<file path="config.mk">
export PLATFORM = sky130hd
export DESIGN_NAME = pc_sequencer
export DESIGN_NICKNAME = d
export VERILOG_FILES = /design/src/rtl/pc_sequencer_pkg.sv /design/src/rtl/pc_next_sel.sv /design/src/rtl/pc_sequencer.sv
export SDC_FILE = /design/constraint.sdc
export NUM_CORES = 1
export LEC_CHECK = 0
export CORE_UTILIZATION = 42
export CTS_BUF_LIST = sky130_fd_sc_hd__clkbuf_16
export CTS_CLUSTER_DIAMETER = 50
export CTS_CLUSTER_SIZE = 28
export DETAILED_ROUTE_END_ITERATION = 7
export GPL_ROUTABILITY_DRIVEN = 0
export MAX_ROUTING_LAYER = met4
export PLACE_DENSITY = 0.83
export SYNTH_ARGS = -nofsm -noshare
export SYNTH_HDL_FRONTEND = slang
export SYNTH_HIERARCHICAL = 1
export SYNTH_SLANG_ARGS = --single-unit
</file>
<file path="constraint.sdc">
create_clock -name clock -period 3.5 [get_ports clock]
set_input_delay 0.875 -clock clock [delete_from_list [all_inputs] [get_ports clock]]
set_output_delay 0.875 -clock clock [all_outputs]
set_load 0.02 [all_outputs]
</file>
<file path="src/rtl/pc_sequencer_pkg.sv">
// pc_sequencer_pkg: shared definitions for the fetch/next-PC sequencer.
// Holds the PC width, the reset PC, default step/alignment, the state enum
// and a helper that clears the low alignment bits of an address.
package pc_sequencer_pkg;

  localparam int REG_END_WORD = 31;
  localparam int PC_W         = REG_END_WORD + 1;

  localparam logic [PC_W-1:0] INITIAL_PC = PC_W'(32'h0000_0040);

  localparam int PC_STEP_DEF   = 4;
  localparam int ALIGN_LSB_DEF = 2;

  typedef enum logic [1:0] {
    S_IDLE  = 2'd0,
    S_FETCH = 2'd1,
    S_EXEC  = 2'd2,
    S_HALT  = 2'd3
  } seq_state_t;

  // Clear the lowest lsb bits of an address.
  function automatic logic [PC_W-1:0] align_pc(input logic [PC_W-1:0] addr,
                                               input int lsb);
    logic [PC_W-1:0] mask;
    mask = '1;
    mask = mask << lsb;
    return addr & mask;
  endfunction

endpackage

</file>
<file path="src/rtl/pc_next_sel.sv">
// pc_next_sel: purely combinational next-PC selection.
// Priority is trap, then redirect, then sequential (pc_cur + PC_STEP, which
// wraps at the PC width). The result always has its ALIGN_LSB low bits cleared.
module pc_next_sel
  import pc_sequencer_pkg::*;
#(
  parameter int PC_STEP   = PC_STEP_DEF,
  parameter int ALIGN_LSB = ALIGN_LSB_DEF
) (
  input  logic [PC_W-1:0] pc_cur,
  input  logic            trap_sel,
  input  logic [PC_W-1:0] trap_addr,
  input  logic            redirect_sel,
  input  logic [PC_W-1:0] redirect_addr,
  output logic [PC_W-1:0] pc_next
);

  logic [PC_W-1:0] pc_seq;
  logic [PC_W-1:0] pc_raw;

  assign pc_seq = pc_cur + PC_W'(PC_STEP);

  // Fixed-priority choice of the unaligned next PC.
  always_comb begin
    pc_raw = pc_seq;
    if (trap_sel) begin
      pc_raw = trap_addr;
    end else if (redirect_sel) begin
      pc_raw = redirect_addr;
    end
  end

  assign pc_next = align_pc(pc_raw, ALIGN_LSB);

endmodule

</file>
<file path="src/rtl/pc_sequencer.sv">
// pc_sequencer: fetch / execute / retire controller that owns the PC write
// port. Chooses the next PC at every retire (trap > redirect > sequential)
// and parks in S_HALT on request.
// Optional build macro PC_SEQ_PERF_EN adds retired_cnt and fetch_stall_cnt.
//
// state   | meaning
// --------+-----------------------------------------------------------
// S_IDLE  | just out of reset; ifu_ack ignored, pick fetch or halt
// S_FETCH | ifu_req held with ifu_addr = pc_rdata until ifu_ack
// S_EXEC  | insn_valid high; insn_ready retires and writes the PC
// S_HALT  | parked, no requests; leaves on pending trap or halt low
module pc_sequencer
  import pc_sequencer_pkg::*;
#(
  parameter int PC_STEP   = PC_STEP_DEF,
  parameter int ALIGN_LSB = ALIGN_LSB_DEF
) (
  input  logic            clock,
  input  logic            reset,
  input  logic [PC_W-1:0] pc_rdata,
  output logic            pc_wen,
  output logic [PC_W-1:0] pc_wdata,
  output logic            ifu_req,
  output logic [PC_W-1:0] ifu_addr,
  input  logic            ifu_ack,
  output logic            insn_valid,
  input  logic            insn_ready,
  input  logic            redirect_valid,
  input  logic [PC_W-1:0] redirect_target,
  input  logic            trap_valid,
  input  logic [PC_W-1:0] trap_vector,
  input  logic            halt,
  output logic            halted
`ifdef PC_SEQ_PERF_EN
  ,
  output logic [31:0]     retired_cnt,
  output logic [31:0]     fetch_stall_cnt
`endif
);

  seq_state_t      state;
  seq_state_t      state_nxt;
  logic            trap_pending;
  logic [PC_W-1:0] trap_vec_q;
  logic            retire;
  logic            halt_trap_exit;
  logic            trap_consume;
  logic            trap_sel;
  logic [PC_W-1:0] trap_addr;
  logic [PC_W-1:0] pc_next;

  assign retire         = (state == S_EXEC) && insn_ready;
  assign halt_trap_exit = (state == S_HALT) && trap_pending;
  assign trap_consume   = retire || halt_trap_exit;

  // A trap arriving in the consuming cycle is newer than the captured one.
  assign trap_sel  = trap_valid || trap_pending;
  assign trap_addr = trap_valid ? trap_vector : trap_vec_q;

  pc_next_sel #(
    .PC_STEP   (PC_STEP),
    .ALIGN_LSB (ALIGN_LSB)
  ) u_next_sel (
    .pc_cur        (pc_rdata),
    .trap_sel      (trap_sel),
    .trap_addr     (trap_addr),
    .redirect_sel  (redirect_valid),
    .redirect_addr (redirect_target),
    .pc_next       (pc_next)
  );

  // State register.
  always_ff @(posedge clock) begin
    if (reset) begin
      state <= S_IDLE;
    end else begin
      state <= state_nxt;
    end
  end

  // Next-state decode.
  always_comb begin
    state_nxt = state;
    case (state)
      S_IDLE:  state_nxt = halt ? S_HALT : S_FETCH;
      S_FETCH: if (ifu_ack) state_nxt = S_EXEC;
      S_EXEC:  if (insn_ready) state_nxt = halt ? S_HALT : S_FETCH;
      S_HALT:  if (trap_pending || !halt) state_nxt = S_FETCH;
      default: state_nxt = S_IDLE;
    endcase
  end

  // Output decode; the PC is written only on retire or on a trap leaving S_HALT.
  always_comb begin
    ifu_req    = 1'b0;
    ifu_addr   = '0;
    insn_valid = 1'b0;
    pc_wen     = 1'b0;
    pc_wdata   = '0;
    halted     = 1'b0;
    case (state)
      S_FETCH: begin
        ifu_req  = 1'b1;
        ifu_addr = pc_rdata;
      end
      S_EXEC: begin
        insn_valid = 1'b1;
        if (insn_ready) begin
          pc_wen   = 1'b1;
          pc_wdata = pc_next;
        end
      end
      S_HALT: begin
        halted = 1'b1;
        if (trap_pending) begin
          pc_wen   = 1'b1;
          pc_wdata = pc_next;
        end
      end
      default: ;
    endcase
  end

  // Remember a trap seen outside a consuming cycle; latest trap wins.
  always_ff @(posedge clock) begin
    if (reset) begin
      trap_pending <= 1'b0;
      trap_vec_q   <= '0;
    end else if (trap_consume) begin
      trap_pending <= 1'b0;
    end else if (trap_valid) begin
      trap_pending <= 1'b1;
      trap_vec_q   <= trap_vector;
    end
  end

`ifdef PC_SEQ_PERF_EN
  // Retire and fetch-stall event counters, free-running modulo 2^32.
  always_ff @(posedge clock) begin
    if (reset) begin
      retired_cnt     <= '0;
      fetch_stall_cnt <= '0;
    end else begin
      if (retire) retired_cnt <= retired_cnt + 32'd1;
      if ((state == S_FETCH) && !ifu_ack) fetch_stall_cnt <= fetch_stall_cnt + 32'd1;
    end
  end
`endif

endmodule

</file>
## Yosys cells after proc, flatten, opt, wreduce, memory -nomap -nowiden

Index checks and enable logic that the tools add are counted.
Widths: inputs -> output; s select.

- Register bits: 35
- Input port bits: 103
- Output and inout bits: 68
- Word-level logic and storage cells: 37

- Add/subtract/negate cells: 1
- Equality and inequality tests: 6
- Muxes and demuxes: 18
- Reduce and logical (&&, ||, !) cells: 9

Operators with widths:

| cell | number |
|---|---|
| $mux 32 | 6 |
| $pmux 32 s2 | 1 |
| $add 32x3->32 const B | 1 |
| $mux 2 | 4 |
| $pmux 2 s4 | 1 |
| $mux 1 | 5 |
| $eq 2x2->1 const B | 2 |
| $ne 2x2->1 const B | 2 |
| $logic_or 1x1->1 | 3 |
| $reduce_and 3->1 | 1 |
| $eq 2x1->1 const B | 1 |
| $logic_and 1x1->1 | 2 |
| $logic_not 2->1 | 1 |
| $ne 2x1->1 const B | 1 |
| $pmux 1 s2 | 1 |
| $reduce_or 2->1 | 1 |
| $logic_not 1->1 | 1 |

## Longest topological paths before layout

Gate-level depths: netlist of the first run.

- Word-level depth: 5
- Mapped depth: 9

## Cells and area by module

Netlist of the first run, hierarchy kept.

By module, submodules not included:

| module | instances | cells each | area each (µm²) | seq. area each (µm²) |
|---|---|---|---|---|
| pc_sequencer | 1 | 272 | 2386.0 | 700.7 |
| pc_next_sel | 1 | 179 | 1123.6 | 0.0 |

## Worst setup path before layout of the first run

No wires, ideal clock.

- Path type: in2out
- From: in pc_rdata[2]
- To: out pc_wdata[18]
- Arrival: 2501 ps
- Data required time: 2625 ps
- Slack: 124 ps
- Stages on the path: 7
- Path buffers: 0
- Path through: ha_1 > nand3_1 > nor4_4 > nand4_1 > or4_1 > nand3_1 > and3_1

- Word-level cells in the longest chain between the ends: 5
- Elaborated cells on any way between the ends: 6
- Those cells by class: add/sub: 1; mux: 5

RTL lines:

| what | RTL line | source |
|---|---|---|
| start: declaration | pc_sequencer.sv:20 | `input logic [PC_W-1:0] pc_rdata,` |
| $add 32x3->32 (*) | pc_next_sel.sv:21 | `assign pc_seq = pc_cur + PC_W'(PC_STEP);` |
| $mux 32 (*) | pc_next_sel.sv:28 | `end else if (redirect_sel) begin` |
| $mux 32 (*) | pc_next_sel.sv:26 | `if (trap_sel) begin` |
| via pc_next[18] | pc_sequencer.sv:50 | `logic [PC_W-1:0] pc_next;` |
| $mux 32 (on tied branches) | pc_sequencer.sv:115, pc_sequencer.sv:108 |  |
| $pmux 32 s2 (*) | pc_sequencer.sv:101 | `case (state)` |
| end: declaration | pc_sequencer.sv:22 | `output logic [PC_W-1:0] pc_wdata,` |

Mark *: on every way through the listed nets, which the timed path passes. The rest lies on a longest branch.

## Worst setup path after layout of the first run

- From: in insn_ready
- To: out pc_wen

- Word-level cells in the longest chain between the ends: 2

RTL lines:

| what | RTL line | source |
|---|---|---|
| start: declaration | pc_sequencer.sv:27 | `input logic insn_ready,` |
| $mux 1 | pc_sequencer.sv:108 | `if (insn_ready) begin` |
| $pmux 1 s2 | pc_sequencer.sv:101 |  |
| end: declaration | pc_sequencer.sv:21 | `output logic pc_wen,` |

Every way passes these cells.

==> metrics.log, run 1 <==
INFO  metric required = 2.62 ns
INFO  metric clockPowerShare = 25.8%
INFO  metric floorplan.initialDensity = 43.8%
INFO  metric multiInputGateArea = 0.00248 sq mm
INFO  metric area_growth = 64.7%
INFO  metric final-setup-viol-count = 0
INFO  metric worst_setup_sp_type = input pin
INFO  metric cell_internal_pwr = 1030 uW
INFO  metric antenna_found_initial = 0
INFO  metric p_per_area = 281 mW/mm^2
INFO  metric layout_worst_path_cycle_share = 97.6%
INFO  metric clock-sinks = 33
INFO  metric max-vdd-ir-drop = 220 uV
INFO  metric max_freq = 293 MHz
INFO  metric vias_in_the_first_global_route = 4043
INFO  metric ioPinCount = 171
INFO  metric die_w = 92.0 um
INFO  metric initial_drc_count = 197
INFO  metric crit_path_end_kind = primary output
INFO  metric post-route-drc-count = 0
INFO  metric synth.yosys.warnings = 6
INFO  metric wire_length_of_the_first_global_routing_pass = 19500 um
INFO  metric die_area = 0.00847 sq mm
INFO  metric finalHoldViolCount = 0
INFO  metric final_max_slew_viol_count = 0
INFO  metric postLayoutCoreUtil = 72.2%
INFO  metric layout_common_cells = 107 x clkdlybuf4s50_1, 72 x buf_4, 42 x a21oi_1
INFO  metric avgViaCountPerCell = 5.47
INFO  metric design.final.nets = 745
INFO  metric n_fill_cell = 610
INFO  metric maxSlewHeadroom = 40.6%
INFO  metric sw_frac_of_total = 34.4%
INFO  metric htree_levels = 2
INFO  metric area.sequential = 662 sq um
INFO  metric critical_path_class = in -> out
INFO  metric finalPower = 1580 uW
INFO  metric mostFrequentLayoutCell = clkdlybuf4s50_1
INFO  metric ant_nets = 0
INFO  metric antennaDiodeCount = 0
INFO  metric grt_start_max_net_pins = 67
INFO  metric gr-total-overflow = 0
INFO  metric globalRouteTotalUtil = 29.5%
INFO  metric period_needed = 3.42 ns
INFO  metric cts.hold.buffers_added = 0
INFO  metric cts_inserted_buffers = 5
INFO  metric max_cap_viol_count = 0
INFO  metric synth_cells = 441
INFO  metric worst_ep_arrival_time = 2.54 ns
INFO  metric p_switching = 543 uW
INFO  metric row_count = 32
INFO  metric power.share.sequential = 27.8%
INFO  metric hold_path.class = reg -> reg
INFO  metric via_count = 4062
INFO  metric route.detailed.wl_per_inst = 16.7 um
INFO  metric clk-insertion-delay-late = 0.28 ns
INFO  metric clkTransAtPathRegs = 0.05 ns
INFO  metric tritoncts = built
INFO  metric drt_pass1_iterations = 4
INFO  metric placement.io_buffers = 164
INFO  metric maximum_buffer_depth_of_the_clock_tree = 2
INFO  metric die_height = 92.0 um
INFO  metric total_leakage_power = 0.00241 uW
INFO  metric cts-root-buf = clkbuf_16
INFO  metric p_comb_share = 46.5%
INFO  metric timing.critical_path.fanout_max = 9
INFO  metric detailed_place_hpwl = 9340 um
INFO  metric syn-cell-area = 0.00340 sq mm
INFO  metric routed_wl = 12400 um
INFO  metric floorplan.core_area = 0.00777 sq mm
INFO  metric outcome = complete, no violations
INFO  metric postSynthAreaPerCell = 7.72 sq um
INFO  metric clock-skew-final = 0.00326 ns
INFO  metric drive_above_1_share = 29.7%
INFO  metric worst_pin_slew = 0.891 ns
==> power groups by stage <==
stage | logic (uW) | registers [uW] | clock network [uW]
after floorplan | 399 | 438 | 0
after global placement | 715 | 441 | 0
after detailed placement | 731 | 445 | 0
after CTS | 724 | 438 | 409
after global routing | 787 | 443 | 420
final | 733 | 438 | 406
==> final timing paths <==
kind / depth (start not counted) / slack (ns) / from / endpoint
min reg2reg: 2 / 0.45 / trap_vec_q[13]$_SDFFE_PP0N_ / trap_vec_q[13]$_SDFFE_PP0N_
min: 2 / 0.45 / trap_vec_q[13]$_SDFFE_PP0N_ / trap_vec_q[13]$_SDFFE_PP0N_
max: 5 / 0.08 / insn_ready / pc_wen
max reg2reg: 4 / 1.70 / state[1]$_SDFFE_PP0P_ / trap_vec_q[12]$_SDFFE_PP0N_
==> repair_timing <==
item / in CTS / in global routing
buffers inserted: 3 / 1
cloned: 1 / 0
endpoints found under the setup margin: 30 / 18
pin swaps: 17 / 18
resized for setup: 141 / 34
==> registers in the layout, indices dropped and copies added (netlist names) <==
| register | flops |
|---|---|
| trap_vec_q | 30 |
| state | 2 |
| trap_pending | 1 |
==> critical path: stages <==
cell and delay [ns]:
clkdlybuf4s50_1 0.47, mux2_4 0.33, buf_4 0.18, and2_4 0.16
clkdlybuf4s50_1 0.53
==> cell type report <==
type	count	area share (%)
Inverter	35	2.34
Tap cell	102	2.28
Sequential cell	33	11.8
Multi-Input combinational cell	331	44.2
Timing Repair Buffer	235	37.1
Clock buffer	5	2.23
Clock inverter	1	0.0892
==> per-stage QoR <==
stage | area (sq um) | setup slack [ns] | TNS, ns | hold slack [ns] | std cells
final | 5610 | 0.0844 | 0 | 0.455 | 742
after global routing | 5610 | -0.00605 | -0.00605 | 0.487 | 742
after CTS | 5580 | -0.00889 | -0.00889 | 0.456 | 741
after detailed placement | 5480 | -0.813 | -16.87 | 0.448 | 731
after global placement | 5480 | -0.719 | -15.65 | 0.439 | 731
after floorplan | 3410 | 0.124 | 0 | 0.429 | 442
==> routing by layer <==
metal	wire, um	vias up	GRT usage [%]
met5	0	-	-
met4	471	0	13.0
met3	569	38	2.74
met2	6050	157	49.6
met1	5300	1897	35.8
li1	-	1970	-
No activity file was read; power rests on OpenSTA's default activity.
==> run 2, diff against run 1 <==
- CTS_CLUSTER_DIAMETER: 50 -> 200
==> results of run 2 <==
No change in the layout: final DEF, timing and power equal those of run 1.
==> run 3, diff against run 2 <==
- REMOVE_ABC_BUFFERS: default -> 1
==> metrics.log, run 3 (synthesis gave the netlist of run 1 again) <==
INFO  metric outcome = complete, no violations
INFO  metric clock-skew-final = 0.00701 ns (+0.00374 ns)
INFO  metric whs = 0.461 ns (+0.00591 ns)
INFO  metric clockPowerShare = 28.7% (+2.9 points)
INFO  metric ant_nets = 0 (unchanged)
INFO  metric clkTransAtPathRegs = 0.05 ns (about the same)
INFO  metric crit_chain = clkdlybuf4s50_1 > buf_4 > nor2b_1 > buf_4 > a22oi_1 > nand3_2 > and3_4 > buf_6
INFO  metric cp_num_cells = 8 (+3)
INFO  metric crit_path_top_delay_cell = clkdlybuf4s50_1
INFO  metric post-route-drc-count = 0 (unchanged)
INFO  metric p_switching = 562 uW (+3.5%)
INFO  metric max_freq = 288 MHz (-1.6%)
INFO  metric hold_start = trap_vec_q[25]$_SDFFE_PP0N_
INFO  metric p_comb_share = 45.2% (-1.3 points)
INFO  metric critical_path_class = in -> out
INFO  metric vias_in_the_first_global_route = 4382 (+8.4%)
INFO  metric die_height = 92.0 um (unchanged)
INFO  metric slowest_delay = 0.46 ns (-0.07 ns)
INFO  metric p_per_area = 292 mW/mm^2 (+3.7%)
INFO  metric row_count = 32 (unchanged)
INFO  metric initial_drc_count = 367 (+86%)
INFO  metric area_growth = 69.5%
INFO  metric final-setup-viol-count = 0 (unchanged)
INFO  metric die_w = 92.0 um (unchanged)
INFO  metric worst_slack = 0.0296 ns (-0.0549 ns)
INFO  metric total_leakage_power = 0.00252 uW (+4.3%)
INFO  metric cts-root-buf = clkbuf_16
INFO  metric timing.critical_path.fanout_max = 12 (+3)
INFO  metric crit_path_end_kind = primary output
INFO  metric r2r_slack = 1.66 ns (-0.04 ns)
INFO  metric max_cap_viol_count = 0 (unchanged)
INFO  metric worst_ep_arrival_time = 2.60 ns (+0.06 ns)
INFO  metric detailed_place_hpwl = 9840 um (+5.3%)
INFO  metric period_needed = 3.47 ns (+0.0549 ns)
INFO  metric clock-sinks = 33 (unchanged)
INFO  metric routed_wl = 14200 um (+15%)
INFO  metric cell_internal_pwr = 1120 uW (+8.4%)
INFO  metric final_max_slew_viol_count = 0 (unchanged)
INFO  metric clk-insertion-delay-late = 0.28 ns (about the same)
INFO  metric hold_path.class = reg -> reg
INFO  metric route.detailed.wl_per_inst = 18.8 um (+13%)
INFO  metric layout_worst_path_cycle_share = 99.2% (+1.6 points)
INFO  metric finalPower = 1680 uW (+6.7%)
INFO  metric required = 2.62 ns (about the same)
INFO  metric pre_cts_slack = -0.813 ns (+0.000429 ns)
INFO  metric worst_pin_slew = 0.944 ns (+0.0531 ns)
INFO  metric floorplan.core_area = 0.00777 sq mm (unchanged)
INFO  metric worst_r2r_path_depth = 5 (+1)
INFO  metric cts_inserted_buffers = 5 (unchanged)
INFO  metric placement.io_buffers = 164 (unchanged)
INFO  metric largest_reg_flops = 30 (unchanged)
INFO  metric sw_frac_of_total = 33.4% (-1.0 points)
INFO  metric worst-path-buf-inv = 4 (+1)
INFO  metric cts.hold.buffers_added = 0 (unchanged)
INFO  metric drt_pass1_iterations = 5 (+1)
INFO  metric min_to = trap_vec_q[25]$_SDFFE_PP0N_
INFO  metric whs_path_depth = 2 (unchanged)
INFO  metric ioPinCount = 171 (unchanged)
INFO  metric critical_path.top_delay_family = buffers and inverters
INFO  metric die_area = 0.00847 sq mm (unchanged)
INFO  metric reg_top3 = trap_vec_q x30, state x2, trap_pending x1
INFO  metric maximum_buffer_depth_of_the_clock_tree = 2 (unchanged)
INFO  metric regMostFlops = trap_vec_q
INFO  metric max-vdd-ir-drop = 179 uV (-19%)
INFO  metric maxSlewHeadroom = 37.0% (-3.5 points)
INFO  metric worst_flop_to_flop_path_endpoint = trap_vec_q[14]$_SDFFE_PP0N_
INFO  metric htree_levels = 2 (unchanged)
INFO  metric critPathMostFrequentCell = buf_4
INFO  metric grt_start_max_net_pins = 37 (-45%)
INFO  metric finalHoldViolCount = 0 (unchanged)
INFO  metric gr-total-overflow = 0 (unchanged)
INFO  metric tritoncts = built
INFO  metric worst_setup_sp_type = input pin
INFO  metric floorplan.initialDensity = 43.8% (unchanged)
INFO  metric layout_common_cells = 107 x clkdlybuf4s50_1, 80 x buf_4, 41 x a21oi_1
INFO  metric globalRouteTotalUtil = 32.9% (+3.4 points)
INFO  metric drive_above_1_share = 31.9% (+2.2 points)
INFO  metric worst_r2r_startpoint = state[0]$_SDFFE_PP0P_
INFO  metric avgViaCountPerCell = 5.76 (+5.2%)
INFO  metric tns = 0 ns (unchanged)
INFO  metric wire_length_of_the_first_global_routing_pass = 21500 um (+9.8%)
INFO  metric antenna_found_initial = 0 (unchanged)
INFO  metric via_count = 4353 (+7.2%)
INFO  metric design.final.nets = 755 (+1.3%)
INFO  metric power.share.sequential = 26.1% (-1.7 points)
INFO  metric mostFrequentLayoutCell = clkdlybuf4s50_1
-- run 3: cell types whose count changed in the layout (fill, tap and decap cells not counted), moves of 2 or more --
cell	change
buf_4	+8
buf_6	+5
clkdlybuf4s15_2	-2
diode_2	+2
dlygate4sd2_1	-3
nand3_1	-3
nand3_2	+4
o21ai_0	+2
o21ai_1	-2
-- run 3: worst max-delay path by stage --
| stage | start | end | slack [ns] |
|---|---|---|---|
| floorplan | pc_rdata[2] | pc_wdata[18] | 0.12 |
| global placement | pc_rdata[2] | pc_wdata[14] | -0.74 |
| detailed placement | pc_rdata[2] | pc_wdata[18] | -0.81 |
| CTS | pc_rdata[3] | pc_wdata[18] | -0.05 |
| global route | pc_rdata[9] | pc_wdata[28] | -0.004 |
| finish | redirect_valid | pc_wdata[18] | 0.03 |
-- run 3: repair_timing --
action,4_1_cts,5_1_grt
gates cloned,2,0
pin swaps,14,21
setup endpoints to repair,30,29
buffers inserted,4,3
gates resized for setup,151,43
-- run 3: per-stage QoR --
step           cell area, sq um  util, %  cells
3_5_place_dp               5530     71.1    737
3_3_place_gp               5530     71.1    737
5_1_grt                    5760     74.2    754
2_1_floorplan              3190        -    399
4_1_cts                    5730     73.8    751
6_report                   5770     74.3    756
-- run 3: power groups by stage --
stage / combinational, uW / clock [uW] / sequential, uW
4_1_cts: 740 / 485 / 437
2_1_floorplan: 340 / 0 / 450
3_3_place_gp: 718 / 0 / 441
5_1_grt: 806 / 505 / 442
6_report: 761 / 483 / 439
3_5_place_dp: 739 / 0 / 445
-- run 3: area by class of cell --
type	count	area (sq um)
Antenna cell	2	5.00
Multi-Input combinational cell	331	2510
Clock buffer	5	125
Inverter	35	133
Timing Repair Buffer	245	2170
Tap cell	102	128
Fill cell	534	2000
Sequential cell	33	662
Clock inverter	3	37.5
-- run 3: worst register-to-register path, stage by stage, from the launching register on --
cell and delay, ns:
dfxtp_1 0.39, mux2_4 0.36, buf_12 0.17, and2_4 0.17
buf_4 0.27, a211oi_1 0.37
-- run 3: routing by layer --
layer  routed length, um  GRT usage, %  vias up
met5                   0             -        -
met4                 839          17.7        0
met3                1020          5.80       81
met2                7010          56.7      264
met1                5380          35.9     2019
li1                    -             -     1989
